--- config.mk ---
export PLATFORM = sky130hd
export DESIGN_NAME = apu_mixer_sd_flat
export DESIGN_NICKNAME = d
export VERILOG_FILES = /design/src/rtl/apu_mixer_sd_pkg.sv /design/src/rtl/apu_mixer_sd_if.sv /design/src/rtl/apu_mixer_sd_sd_modulator_1st.sv /design/src/rtl/apu_mixer_sd.sv /design/src/flat_wrapper.sv
export SDC_FILE = /design/constraint.sdc
export NUM_CORES = 1
export LEC_CHECK = 0
export BUFFER_PORTS_ARGS = -buffer_cell sky130_fd_sc_hd__clkbuf_2
export CAP_MARGIN = 20
export CORE_UTILIZATION = 57
export DETAILED_ROUTE_END_ITERATION = 16
export PLACE_DENSITY = 0.8
export SYNTH_ARGS = -nofsm -noshare
export SYNTH_HDL_FRONTEND = slang
export SYNTH_SLANG_ARGS = --single-unit
--- constraint.sdc ---
create_clock -name apu_clk -period 4.7 [get_ports apu_clk]
set_input_delay 0.705 -clock apu_clk [delete_from_list [all_inputs] [get_ports apu_clk]]
set_output_delay 0.705 -clock apu_clk [all_outputs]
set_load 0.005 [all_outputs]
--- src/rtl/apu_mixer_sd_pkg.sv ---
// Shared constants and types for the APU output mixer / sigma-delta path.
package apu_mixer_sd_pkg;
  localparam int CH_WIDTH       = 4;
  localparam int LEVEL_WIDTH    = 9;
  localparam int GAIN_WIDTH     = 9;
  localparam int GAIN_MAX       = 256;
  localparam int P_WEIGHT_DEF   = 6;
  localparam int T_WEIGHT_DEF   = 5;
  localparam int N_WEIGHT_DEF   = 3;
  localparam int FULL_SCALE_DEF = 300;
  localparam int RAMP_STEP_DEF  = 1;

  localparam int CH_P1    = 0;
  localparam int CH_P2    = 1;
  localparam int CH_TRI   = 2;
  localparam int CH_NOISE = 3;

  typedef logic [CH_WIDTH-1:0]    ch_t;
  typedef logic [LEVEL_WIDTH-1:0] level_t;
  typedef logic [GAIN_WIDTH-1:0]  gain_t;

  typedef struct packed {
    ch_t noise;
    ch_t tri_lvl;
    ch_t p2;
    ch_t p1;
  } chans_t;
endpackage

--- src/rtl/apu_mixer_sd_if.sv ---
// Channel levels in, audio bitstream and debug level out. mute_mask exists only with MIXER_MUTE_EN.
interface apu_mixer_sd_if;
  import apu_mixer_sd_pkg::*;

  logic   enable_240hz;
  ch_t    pulse1_in;
  ch_t    pulse2_in;
  ch_t    tri_in;
  ch_t    noise_in;
`ifdef MIXER_MUTE_EN
  logic [3:0] mute_mask;
`endif
  logic   pdm_out;
  level_t level;
  logic   ramp_done;

  modport master (
    output enable_240hz, pulse1_in, pulse2_in, tri_in, noise_in,
`ifdef MIXER_MUTE_EN
    output mute_mask,
`endif
    input  pdm_out, level, ramp_done
  );

  modport slave (
    input  enable_240hz, pulse1_in, pulse2_in, tri_in, noise_in,
`ifdef MIXER_MUTE_EN
    input  mute_mask,
`endif
    output pdm_out, level, ramp_done
  );
endinterface

--- src/rtl/apu_mixer_sd_sd_modulator_1st.sv ---
// First-order sigma-delta modulator: ones density on pdm_o equals level_i / FULL_SCALE.
module sd_modulator_1st #(
  parameter int LEVEL_W    = 9,
  parameter int FULL_SCALE = 300
) (
  input  logic               clk,
  input  logic               rst_n,
  input  logic [LEVEL_W-1:0] level_i,
  output logic               pdm_o
);
  localparam int SUM_W = LEVEL_W + 1;

  logic [LEVEL_W-1:0] acc_d, acc_q;
  logic [SUM_W-1:0]   sum;
  logic               pdm_d, pdm_q;

  // acc stays below FULL_SCALE, so a single conditional subtract keeps it bounded
  always_comb begin
    sum   = {1'b0, acc_q} + {1'b0, level_i};
    pdm_d = 1'b0;
    acc_d = acc_q;
    if (sum >= SUM_W'(FULL_SCALE)) begin
      pdm_d = 1'b1;
      acc_d = LEVEL_W'(sum - SUM_W'(FULL_SCALE));
    end else begin
      acc_d = LEVEL_W'(sum);
    end
  end

  always_ff @(posedge clk) begin
    if (!rst_n) begin
      acc_q <= '0;
      pdm_q <= 1'b0;
    end else begin
      acc_q <= acc_d;
      pdm_q <= pdm_d;
    end
  end

  assign pdm_o = pdm_q;
endmodule

--- src/rtl/apu_mixer_sd.sv ---
// Weighted channel mix, power-on gain ramp and sigma-delta output for the APU audio pin.
// Optional per-channel muting is built when MIXER_MUTE_EN is defined.
module apu_mixer_sd
  import apu_mixer_sd_pkg::*;
#(
  parameter int P_WEIGHT   = P_WEIGHT_DEF,
  parameter int T_WEIGHT   = T_WEIGHT_DEF,
  parameter int N_WEIGHT   = N_WEIGHT_DEF,
  parameter int FULL_SCALE = FULL_SCALE_DEF,
  parameter int RAMP_STEP  = RAMP_STEP_DEF
) (
  input  logic           apu_clk,
  input  logic           rst_n,
  apu_mixer_sd_if.slave  bus
);
  if (FULL_SCALE != 30*P_WEIGHT + 15*T_WEIGHT + 15*N_WEIGHT) begin : g_fs_check
    $error("FULL_SCALE does not match the channel weights");
  end

  function automatic level_t mix_fn(input chans_t c);
    logic [31:0] s;
    s = 32'(P_WEIGHT) * (32'(c.p1) + 32'(c.p2))
      + 32'(T_WEIGHT) * 32'(c.tri_lvl)
      + 32'(N_WEIGHT) * 32'(c.noise);
    return level_t'(s);
  endfunction

  function automatic level_t scale_fn(input level_t mix, input gain_t gain);
    logic [LEVEL_WIDTH+GAIN_WIDTH-1:0] prod;
    prod = {{GAIN_WIDTH{1'b0}}, mix} * {{LEVEL_WIDTH{1'b0}}, gain};
    return level_t'(prod >> 8);
  endfunction

  function automatic gain_t sat_gain(input gain_t gain);
    logic [GAIN_WIDTH:0] s;
    s = {1'b0, gain} + (GAIN_WIDTH+1)'(RAMP_STEP);
    return (s >= (GAIN_WIDTH+1)'(GAIN_MAX)) ? gain_t'(GAIN_MAX) : gain_t'(s);
  endfunction

  chans_t ch_p1_d, ch_p1_q;
  level_t mix_p2_d, mix_p2_q;
  level_t level_p3_d, level_p3_q;
  gain_t  gain_d, gain_q;
  logic   ramp_done_d, ramp_done_q;
  logic   pdm;

  // stage 1: capture (and optionally mute) channel levels
  always_comb begin
    ch_p1_d.p1      = bus.pulse1_in;
    ch_p1_d.p2      = bus.pulse2_in;
    ch_p1_d.tri_lvl = bus.tri_in;
    ch_p1_d.noise   = bus.noise_in;
`ifdef MIXER_MUTE_EN
    if (bus.mute_mask[CH_P1])    ch_p1_d.p1      = '0;
    if (bus.mute_mask[CH_P2])    ch_p1_d.p2      = '0;
    if (bus.mute_mask[CH_TRI])   ch_p1_d.tri_lvl = '0;
    if (bus.mute_mask[CH_NOISE]) ch_p1_d.noise   = '0;
`endif
  end

  // stage 2: weighted mix; stage 3: soft-start gain
  always_comb begin
    mix_p2_d   = mix_fn(ch_p1_q);
    level_p3_d = scale_fn(mix_p2_q, gain_q);
  end

  always_comb begin
    gain_d = gain_q;
    if (bus.enable_240hz && (gain_q < gain_t'(GAIN_MAX))) gain_d = sat_gain(gain_q);
    ramp_done_d = ramp_done_q | (gain_d == gain_t'(GAIN_MAX));
  end

  always_ff @(posedge apu_clk) begin
    if (!rst_n) begin
      ch_p1_q     <= '0;
      mix_p2_q    <= '0;
      level_p3_q  <= '0;
      gain_q      <= '0;
      ramp_done_q <= 1'b0;
    end else begin
      ch_p1_q     <= ch_p1_d;
      mix_p2_q    <= mix_p2_d;
      level_p3_q  <= level_p3_d;
      gain_q      <= gain_d;
      ramp_done_q <= ramp_done_d;
    end
  end

  // stage 4: sigma-delta to the pin
  sd_modulator_1st #(
    .LEVEL_W    (LEVEL_WIDTH),
    .FULL_SCALE (FULL_SCALE)
  ) u_sd (
    .clk     (apu_clk),
    .rst_n   (rst_n),
    .level_i (level_p3_q),
    .pdm_o   (pdm)
  );

  assign bus.pdm_out   = pdm;
  assign bus.level     = level_p3_q;
  assign bus.ramp_done = ramp_done_q;
endmodule

--- src/flat_wrapper.sv ---
// flat-port wrapper written by rule: the top's interface ports become plain ports
module apu_mixer_sd_flat import apu_mixer_sd_pkg::*;
#(
  parameter int P_WEIGHT   = P_WEIGHT_DEF,
  parameter int T_WEIGHT   = T_WEIGHT_DEF,
  parameter int N_WEIGHT   = N_WEIGHT_DEF,
  parameter int FULL_SCALE = FULL_SCALE_DEF,
  parameter int RAMP_STEP  = RAMP_STEP_DEF
)
  (apu_clk, rst_n, bus_enable_240hz, bus_pulse1_in, bus_pulse2_in, bus_tri_in, bus_noise_in, bus_pdm_out, bus_level, bus_ramp_done);
  apu_mixer_sd_if bus_i ();
  input  logic apu_clk;
  input  logic rst_n;
  input wire logic [$bits(bus_i.enable_240hz)-1:0] bus_enable_240hz;
  input wire logic [$bits(bus_i.pulse1_in)-1:0] bus_pulse1_in;
  input wire logic [$bits(bus_i.pulse2_in)-1:0] bus_pulse2_in;
  input wire logic [$bits(bus_i.tri_in)-1:0] bus_tri_in;
  input wire logic [$bits(bus_i.noise_in)-1:0] bus_noise_in;
  output wire logic [$bits(bus_i.pdm_out)-1:0] bus_pdm_out;
  output wire logic [$bits(bus_i.level)-1:0] bus_level;
  output wire logic [$bits(bus_i.ramp_done)-1:0] bus_ramp_done;
  assign bus_i.enable_240hz = bus_enable_240hz;
  assign bus_i.pulse1_in = bus_pulse1_in;
  assign bus_i.pulse2_in = bus_pulse2_in;
  assign bus_i.tri_in = bus_tri_in;
  assign bus_i.noise_in = bus_noise_in;
  assign bus_pdm_out = bus_i.pdm_out;
  assign bus_level = bus_i.level;
  assign bus_ramp_done = bus_i.ramp_done;
  apu_mixer_sd #(.P_WEIGHT(P_WEIGHT), .T_WEIGHT(T_WEIGHT), .N_WEIGHT(N_WEIGHT), .FULL_SCALE(FULL_SCALE), .RAMP_STEP(RAMP_STEP)) u_core (.apu_clk(apu_clk), .rst_n(rst_n), .bus(bus_i));
endmodule
Word level (Yosys, flattened, before mapping)
Cells that the tools add are included.

cells by class
  $add $sub $neg = 6
  $mul = 4
  $lt $le $gt $ge = 3
  equal/unequal tests = 1
  multiplexer cells = 4
  bitwise logic cells = 1
  reductions and logical operators = 1

operators with widths
  operator                number
  $mul A2 B32 Y8 const A  1
  $mux W9                 3
  $ge A10 B9 Y1 const B   2
  $mul A9 B9 Y17          1
  $add A9 B1 Y10 const B  1
  $add A9 B9 Y10          1
  $add A9 B6 Y9           1
  $add A9 B7 Y9           1
  $eq A9 B9 Y1 const B    1
  $lt A9 B9 Y1 const B    1
  $sub A9 B9 Y9 const B   1
  $mul A3 B4 Y7 const A   1
  $mul A2 B4 Y6 const A   1
  $add A4 B4 Y5           1
  $logic_and A1 B1 Y1     1
  $mux W1                 1
  $or A1 B1 Y1            1

storage, ports and cells
  register bits = 54
  logic and storage cells = 30

Longest topological paths before layout
Gate-level depths: netlist (run 1).

  word-level depth = 6
  gate-level depth with buffers = 19
  mapped depth without buffers = 19

By module
From an unflattened synthesis (run 1), not the netlist that was laid out.

second synthesis, totals
  cells, all modules = 629
  area, all modules = 5701.7 um^2

modules (own cells, without submodules)
  module            instances  cells an instance  area each (um^2)  sequential area each (um^2)
  apu_mixer_sd      1          520                4695.8            880.8
  sd_modulator_1st  1          109                1006.0            200.2

Worst setup path before layout (run 1)
Ideal clock, no wire load.

  kind = reg-to-reg
  start = reg u_core.ch_p1_q[0] (netlist bit)
  end = reg u_core.mix_p2_q[7]
  arrival = 4.391 ns
  data required time = 4.572 ns
  setup slack = 0.181 ns
  cell stages (with the launch flop) = 20
  buffers on the path = 0
  period minus slack after synthesis = 4.519 ns
  cells stage by stage = dfxtp_1 ha_1 fa_1 ha_1 inv_1 fa_1 inv_1 fa_1 inv_1 fa_1 fa_1 inv_1 ha_1 a21o_1 a21o_1 nand2_1 nand2b_1 a21oi_1 xor2_1 nor2_1

between the ends
  cells in the longest elaborated chain, start to end = 4

RTL lines
  what                      RTL line            RTL
  start: declaration        apu_mixer_sd.sv:40  chans_t ch_p1_d, ch_p1_q;
  start signal: assignment  apu_mixer_sd.sv:81  ch_p1_q <= ch_p1_d;
  $add A4 B4 Y5             apu_mixer_sd.sv:22  s = 32'(P_WEIGHT) * (32'(c.p1) + 32'(c.p2))
  $mul A2 B32 Y8            apu_mixer_sd.sv:22
  $add A9 B7 Y9             apu_mixer_sd.sv:23  + 32'(T_WEIGHT) * 32'(c.tri_lvl)
  $add A9 B6 Y9             apu_mixer_sd.sv:24  + 32'(N_WEIGHT) * 32'(c.noise);
  end signal: assignment    apu_mixer_sd.sv:82  mix_p2_q <= mix_p2_d;
  end: declaration          apu_mixer_sd.sv:41  level_t mix_p2_d, mix_p2_q;

Every way passes these cells.
A chain may end at the register's enable or synchronous reset.

Worst setup path after layout (run 1)
Ends and elaborated chain as after synthesis.

==> flow_summary.toml, run 1 <==
[synth]
synth.largest_area_cell = "fa_1"
synth_ff_type = "dfxtp_1"
yosys.cell_count.top_type = "inv_1"
synthDistinctLibCells = 51
yosys-top-cells-count = "inv_1 (101), ha_1 (68), and2_1 (66)"
syn-num-nets = 743
synth_cells = 595
async_flop_share_pct = 0
ys_ff_latch = 54
synth-edff-count = 0
syn_area_um2 = 5403
synth_area_leaders = "fa_1 (23%), dfxtp_1 (20%), ha_1 (16%)"
seq_area_frac_synth_pct = 20.01
yosys.area.top_type_share_pct = 22.60
synth_warnings = 0
synth.avg_cell_area_um2 = 9.080

[floorplan]
ios = 30
die_y_um = 99.36
start_util_pct = 58.75
core_area_um2 = 9196
rows = 35
die_x_um = 99.36
die_area_um2 = 9871

[power_and_ir_drop]
irDropWorstVdd_mv = 0.2288
p_leak_nw = 3.146
pwr_density_cell_nw_per_um2 = 223.3
total_power_mw = 1.311

[worst_setup_path]
crit_type = "flip-flop to flip-flop"
required_ps = 4870
cp.arrival_ps = 4870
cp-start-kind = "flip-flop"
cp_max_fo = 2
critPathCaptureType = "flip-flop"

[clock_network]
clockRootBuffer = "clkbuf_8"
cts_tree = "done"
clk_pin_slew_ps = 100
htree_num_levels = 2
cts_buffers = 5
ctsHoldBuffers = 0
insertion_delay_ps = 310
cts.sinks = 54
cts.path.max_buffers = 2

[sta]
relSlewSlack_pct = 33.29
whs_ps = 495.4
drv_slew = 0
timing.final.ws_setup_ps = 2.824
worstMarginPinSlew_ps = 999.6
max_freq_mhz = 212.9
fin_crit_ps = 4697
rsz0062_at_grt = "yes"
fin_skew_ps = 5.230
fin_crit_sh_pct = 99.94
setup_viol = 0
hold_viol = 0

[global_route]
gr-usage-all-layers_pct = 23.46
grt_antenna_before_repair = 0
grt_pass1_vias = 4186
grt_max_degree = 30
grt_pass1_wl_um = 18500
overflow = 0

[placement]
port_buffers = 29
dp_hpwl_um = 8367
gp_congestion = 0.8384
pre_cts_slack_ps = -112.8

[detailed_routing]
vias = 4016
remaining_drc_errors = 0
ant_nets = 0
wirelength_um = 10430
first_iter_violations = 160
first_pass_iters = 5
viasPerCell = 5.427
wl_per_cell_um = 14.10

[cells_and_area]
drive_gt1_share_pct = 11.92
fin_nets = 776
areaGrowthSynthToFinish_pct = 8.685
n_antenna_cell = 0
fillers = 767

[outcome]
outcome = "finished, final reports clean"

[run]
cap_violations = 0

[min_path]
worstHoldPathType = "flip-flop to flip-flop"
per-stage QoR:
step           area, um^2  TNS, ps  cells  utilization [%]
4_1_cts              5824        0    737            63.33
5_1_grt              5872   -242.9    740            63.85
2_1_floorplan        5403        0    595                -
6_report             5872        0    740            63.85
3_5_place_dp         5702   -112.8    728            62.00
3_3_place_gp         5702        0    728            62.00
flip-flops by register name, summed over array words and instances (netlist names):
register,cells
u_core.bus.level,9
u_core.u_sd.acc_q,9
u_core.gain_q,9
u_core.ch_p1_q,16
u_core.u_sd.pdm_o,1
u_core.mix_p2_q,9
u_core.bus.ramp_done,1
critical path, cell delays in order (launching register included):
cell and delay [ps]:
dfxtp_2 340, ha_4 160, fa_1 520, ha_2 210
inv_2 50, fa_1 530, inv_2 50, fa_1 510
inv_2 40, fa_1 470, fa_1 550, inv_1 50
ha_1 260, a21o_1 150, a21o_1 170, nand2_2 60
nand2b_1 70, a21oi_2 140, xor2_1 180, nor2_1 50
cell usage in the layout (no fill, tap or decap), types with 5 or more instances in the layout:
cell type / n
xnor2_1: 19
ha_1: 66
nand2_1: 50
nor3_1: 7
buf_4: 15
clkbuf_8: 5
nor2b_1: 5
dfxtp_1: 50
a21o_1: 19
xor2_1: 8
fa_1: 60
o21ai_0: 8
inv_1: 98
and2_1: 66
a21oi_1: 23
and3_1: 6
nor2_1: 27
clkbuf_2: 29
repair_timing:
action | CTS | global route
buffers inserted | 1 | 4
pin swaps | 3 | 15
gates resized for setup | 2 | 13
cloned | 0 | 0
endpoints found under the setup margin | 1 | 6
report_power, final:
part | internal [mW] | switching (mW) | leakage (nW)
sequential | 0.491 | 0.0559 | 0.444
combinational | 0.208 | 0.241 | 2.64
clock | 0.157 | 0.158 | 0.0579
total | 0.856 | 0.455 | 3.15
final cells by class:
type / count / area [um^2] / area share, %
clock buffers: 5 / 68.82 / 1.172
clock inverters: 3 / 40.04 / 0.6819
inverters: 101 / 379.1 / 6.456
multi-input cells: 422 / 3901 / 66.44
flip-flops and latches: 54 / 1086 / 18.50
well taps: 111 / 138.9 / 2.365
repair buffers: 44 / 257.7 / 4.390
per-layer routing:
layer,vias to the layer above,track usage [%],share of wire (%)
met3,27,2.952,3.9
met2,97,41.77,51
met5,-,0,0
met1,1938,29.52,43
met4,0,7.805,2.1
li1,1954,-,-
worst paths after layout:
check                        from                   end  slack (ps)  cells past startpoint
max reg2reg     u_core.ch_p1_q[0]    u_core.mix_p2_q[7]           3                     19
min reg2reg  u_core.bus.ramp_done  u_core.bus.ramp_done         500                      2
max             u_core.ch_p1_q[0]    u_core.mix_p2_q[7]           3                     19
min          u_core.bus.ramp_done  u_core.bus.ramp_done         500                      2
cells by family after synthesis:
kind of cell | share of synthesized area [%]
AND/OR/NAND/NOR | 18.78
multiplexers | 0.3937
AO/OA/AOI/OAI | 9.519
adder cells (fa/ha/maj) | 38.35
buffers and inverters | 8.268
flip-flops | 20.01
XOR/XNOR | 4.678
Note: power is estimated with default switching activity, not from simulation.
==> run 2: changes to the inputs <==
--- a/config.mk
+++ b/config.mk
@@ -5,10 +5,10 @@
 export SDC_FILE = /design/constraint.sdc
 export NUM_CORES = 1
 export LEC_CHECK = 0
-export BUFFER_PORTS_ARGS = -buffer_cell sky130_fd_sc_hd__clkbuf_2
 export CAP_MARGIN = 20
-export CORE_UTILIZATION = 57
+export CORE_UTILIZATION = 59
 export DETAILED_ROUTE_END_ITERATION = 16
+export DONT_BUFFER_PORTS = 1
 export PLACE_DENSITY = 0.8
 export SYNTH_ARGS = -nofsm -noshare
 export SYNTH_HDL_FRONTEND = slang
==> flow_summary.toml, run 2 (same netlist as run 1, synthesis figures left out) <==
[clock_network]
cts.path.max_buffers = 2
htree_num_levels = 2
cts.sinks = 54
clockRootBuffer = "clkbuf_8"
clk_pin_slew_ps = 90
cts_buffers = 5
cts_tree = "done"
insertion_delay_ps = 310

[global_route]
grt_pass1_wl_um = 18010
grt_max_degree = 30
gr-usage-all-layers_pct = 23.41
overflow = 0
grt_antenna_before_repair = 0
grt_pass1_vias = 4094

[floorplan]
start_util_pct = 61.35
die_area_um2 = 9543
rows = 34
ios = 30
die_y_um = 97.69
core_area_um2 = 8806
die_x_um = 97.69

[sta]
worstMarginPinSlew_ps = 1007
fin_skew_ps = 7.332
fin_setup_tns_ps = 0
drv_slew = 0
relSlewSlack_pct = 32.80
fin_crit_ps = 4657
rsz0062_at_grt = "yes"
setup_viol = 0
max_freq_mhz = 214.7
hold_viol = 0
fin_crit_sh_pct = 99.09
timing.final.ws_setup_ps = 42.62

[cells_and_area]
fillers = 723
largest_register_ffs = 16
drive_gt1_share_pct = 6.700
n_antenna_cell = 0
final_cell_mix = "inv_1 (99), and2_1 (66), ha_1 (66)"
final_common_cell = "inv_1"
fin_nets = 744
top_register = "u_core.ch_p1_q"
fin_area_um2 = 5694
instances_no_fill = 705
areaGrowthSynthToFinish_pct = 5.396

[run]
cap_violations = 0

[worst_setup_path]
r2r-start = "u_core.ch_p1_q[0]"
crit_type = "flip-flop to flip-flop"
cp.arrival_ps = 4820
rrSetupSlack_ps = 40
required_ps = 4860
cp_max_fo = 2
timing.rr.end = "u_core.mix_p2_q[7]"
critPathCaptureType = "flip-flop"
cp-start-kind = "flip-flop"
reg2regPathDepth = 19

[placement]
gp_congestion = 0.8635
place_area_um2 = 5538
port_buffers = 0
dpl.cell_count = 694
dp_hpwl_um = 8114
pre_cts_slack_ps = -26.98

[detailed_routing]
vias = 3922
viasPerCell = 5.563
remaining_drc_errors = 0
ant_nets = 0
wirelength_um = 10210
first_iter_violations = 203
wl_per_cell_um = 14.48
first_pass_iters = 4

[power_and_ir_drop]
total_power_mw = 1.287
pwr_density_cell_nw_per_um2 = 226.1
p_leak_nw = 3.003
irDropWorstVdd_mv = 0.2026

[outcome]
outcome = "finished, final reports clean"

[min_path]
hp-start = "bus_pulse1_in[0]"
hold_end = "u_core.ch_p1_q[0]"
holdPathStages = 1
worstHoldPathType = "input pin to flip-flop"
-- run 2: power breakdown --
part / switching, mW / internal (mW)
Clock: 0.150 / 0.157
Sequential: 0.0577 / 0.492
Combinational: 0.233 / 0.198
Total: 0.440 / 0.847
-- run 2: how the worst max path moves through the flow --
stage                       from  depth (start not counted)            endpoint  slack, ps
2_1_floorplan  u_core.ch_p1_q[0]                         19  u_core.mix_p2_q[7]        180
3_3_place_gp   u_core.ch_p1_q[0]                         19  u_core.mix_p2_q[7]        120
3_5_place_dp   u_core.ch_p1_q[0]                         19  u_core.mix_p2_q[7]        -30
4_1_cts        u_core.ch_p1_q[0]                         19  u_core.mix_p2_q[7]         40
5_1_grt        u_core.ch_p1_q[0]                         19  u_core.mix_p2_q[7]       -170
6_report       u_core.ch_p1_q[0]                         19  u_core.mix_p2_q[7]         40
-- run 2: worst max-delay path: stages (launching register included) --
cell,delay [ps]
dfxtp_2,340
ha_4,160
fa_1,520
ha_2,200
inv_2,40
fa_1,470
inv_1,50
fa_1,510
inv_2,40
fa_1,470
fa_1,540
inv_1,50
ha_1,260
a21o_1,160
a21o_1,160
nand2_1,70
nand2b_1,90
a21oi_2,170
xor2_1,160
nor2_1,50
-- run 2: layer usage --
| layer | track usage (%) | wire, um | part of all wire, % |
|---|---|---|---|
| met1 | 29.18 | 4321 | 42 |
| met2 | 42.17 | 5349 | 52 |
| met3 | 2.950 | 444 | 4.3 |
| met4 | 6.993 | 95 | 0.93 |
| met5 | 0 | 0 | 0 |
-- run 2: what timing repair did --
item	CTS	global route
endpoints found under the setup margin	1	6
pin swaps	3	10
resized for setup	2	9
setup buffers	2	1
hold buffers	0	0
-- run 2: per-stage QoR --
stage,hold WS [ps],utilization [%]
final,512.9,64.66
after global routing,496.7,64.66
after floorplan,460.5,-
after CTS,503.8,64.36
after global placement,508.2,62.89
after detailed placement,529.7,62.89
-- run 2: area by class of cell --
class / count / area [um^2] / area share, %
multi-input combinational: 422 / 3894 / 68.38
inverter: 101 / 379.1 / 6.658
clock buffer: 5 / 68.82 / 1.209
tap: 108 / 135.1 / 2.373
timing repair buffer: 12 / 90.09 / 1.582
sequential: 54 / 1087 / 19.09
clock inverter: 3 / 40.04 / 0.7031
==> run 3: changes to the inputs <==
--- a/config.mk
+++ b/config.mk
@@ -6,6 +6,7 @@
 export NUM_CORES = 1
 export LEC_CHECK = 0
 export CAP_MARGIN = 20
+export CORE_ASPECT_RATIO = 0.8
 export CORE_UTILIZATION = 59
 export DETAILED_ROUTE_END_ITERATION = 16
 export DONT_BUFFER_PORTS = 1
==> flow_summary.toml, run 3 (same netlist as run 1, synthesis figures left out) <==
[floorplan]
start_util_pct = 62.31
rows = 30
die_y_um = 87.59
die_area_um2 = 9546
die_x_um = 109.0
core_area_um2 = 8671
ios = 30

[power_and_ir_drop]
p_comb_share_pct = 33.5
switching_share_pct = 34.31
clkPwrFrac_pct = 27.9
p_leak_nw = 3.040
power.internal_mw = 0.9174
total_power_mw = 1.397
pwr_density_cell_nw_per_um2 = 240.9
power_frac_seq_pct = 38.6
p_sw_mw = 0.4791
irDropWorstVdd_mv = 0.2243

[cells_and_area]
multi_input_area_um2 = 3918
areaGrowthSynthToFinish_pct = 7.295
regArea_um2 = 1084
largest_register_ffs = 16
fillers = 661
drive_gt1_share_pct = 7.987
final_cell_mix = "inv_1 (97), and2_1 (66), ha_1 (65)"
top_register = "u_core.ch_p1_q"
layout.core_utilization_pct = 66.85
final_common_cell = "inv_1"
n_antenna_cell = 0
fin_nets = 748

[global_route]
use_met3_pct = 4.464
grt_pass1_vias = 4063
gr-usage-all-layers_pct = 23.77
grt_util_met2_pct = 44.71
grtUsageMet1_pct = 27.94
overflow = 0
grt_busiest_layer = "met2"
grt_pass1_wl_um = 17530
grt_antenna_before_repair = 0
grt_max_degree = 30

[worst_setup_path]
cp.depth = 18
reg2regPathDepth = 18
critPathCaptureType = "flip-flop"
cp_max_fo = 2
max_stage_delay_ps = 540
required_ps = 4930
critPathBufInv = 4
cp.arrival_ps = 4850
crit_type = "flip-flop to flip-flop"
path_common_cell = "fa_1"
path_cells = "ha_4 > fa_1 > ha_2 > inv_2 > fa_1 > inv_2 > fa_1 > inv_2 > fa_2 > fa_1 > buf_4 > fa_2 > nor2b_2 > o21ai_1 > nand2b_1 > a21o_1 > a21oi_2 > nor2_1"
path_delay_family = "adder cells"
cp_slowest_cell = "fa_2"
cp-start-kind = "flip-flop"

[sta]
timing.final.ws_setup_ps = 77.35
setup_viol = 0
rsz0062_at_grt = "yes"
drv_slew = 0
fin_crit_ps = 4623
fin_crit_sh_pct = 98.35
hold_viol = 0
max_freq_mhz = 216.3
relSlewSlack_pct = 35.04
worstMarginPinSlew_ps = 973.3
fin_skew_ps = 11.03

[clock_network]
insertion_delay_ps = 300
cts.sinks = 54
ctsHoldBuffers = 0
cts.path.max_buffers = 2
htree_num_levels = 2
clockRootBuffer = "clkbuf_16"
clk_pin_slew_ps = 70
cts_buffers = 5
cts_tree = "done"

[min_path]
worstHoldPathType = "input pin to flip-flop"
holdPathStages = 1

[detailed_routing]
wl_per_cell_um = 14.62
first_pass_iters = 4
ant_nets = 0
wirelength_um = 10430
first_iter_violations = 156
vias = 3843
remaining_drc_errors = 0
viasPerCell = 5.390

[placement]
dp_hpwl_um = 8279
gp_congestion = 0.8496
pre_cts_slack_ps = -60.09
port_buffers = 0

[run]
cap_violations = 0

[outcome]
outcome = "finished, final reports clean"
run 3: changes by cell type in the layout (fill, tap and decap cells not counted), moves of 2 or more:
cell / delta
clkbuf_16: +5
clkbuf_8: -4
inv_1: -2
clkinv_2: -2
dfxtp_2: -3
fa_2: +2
inv_2: +2
fa_1: -2
clkinv_4: +2
buf_4: +4
dfxtp_1: +3
run 3: power by group through the flow:
stage	Sequential, mW	Clock [mW]	Combinational, mW
6_report	0.539	0.389	0.468
5_1_grt	0.544	0.413	0.529
4_1_cts	0.537	0.393	0.438
3_5_place_dp	0.548	0	0.420
3_3_place_gp	0.547	0	0.385
2_1_floorplan	0.527	0	0.317
run 3: timing repair:
item,4_1_cts,5_1_grt
endpoints found under the hold margin,0,0
gates resized for setup,2,14
pin swaps,2,12
setup buffers,1,3
setup endpoints to repair,2,3
run 3: layout make-up:
| class | instances | share of cell area (%) |
|---|---|---|
| Clock buffer | 6 | 2.396 |
| Clock inverter | 2 | 0.3022 |
| Inverter | 101 | 6.540 |
| Multi-Input combinational cell | 422 | 67.58 |
| Sequential cell | 54 | 18.69 |
| Tap cell | 112 | 2.417 |
| Timing Repair Buffer | 16 | 2.072 |
run 3: path summary, 6_finish.rpt:
path                                           start              endpoint  slack [ps]
worst max-delay path               u_core.ch_p1_q[4]    u_core.mix_p2_q[8]          80
worst min-delay path                bus_pulse1_in[0]     u_core.ch_p1_q[0]         520
worst max register to register     u_core.ch_p1_q[4]    u_core.mix_p2_q[8]          80
worst min register to register  u_core.bus.ramp_done  u_core.bus.ramp_done         540
run 3: stage by stage:
stage	hold slack [ps]	instances	setup TNS, ps	area [um^2]
CTS	520.0	710	0	5736
floorplan	460.5	595	0	5403
finish	522.4	713	0	5797
detailed placement	523.9	701	-62.49	5565
global route	516.4	713	-115.3	5797
global placement	514.3	701	0	5565
run 3: per-layer routing:
layer  share of wire (%)  up-vias
met5                   0        -
met4                 1.5        0
met3                 4.8       20
met2                  50       77
met1                  44     1846
li1                    -     1900
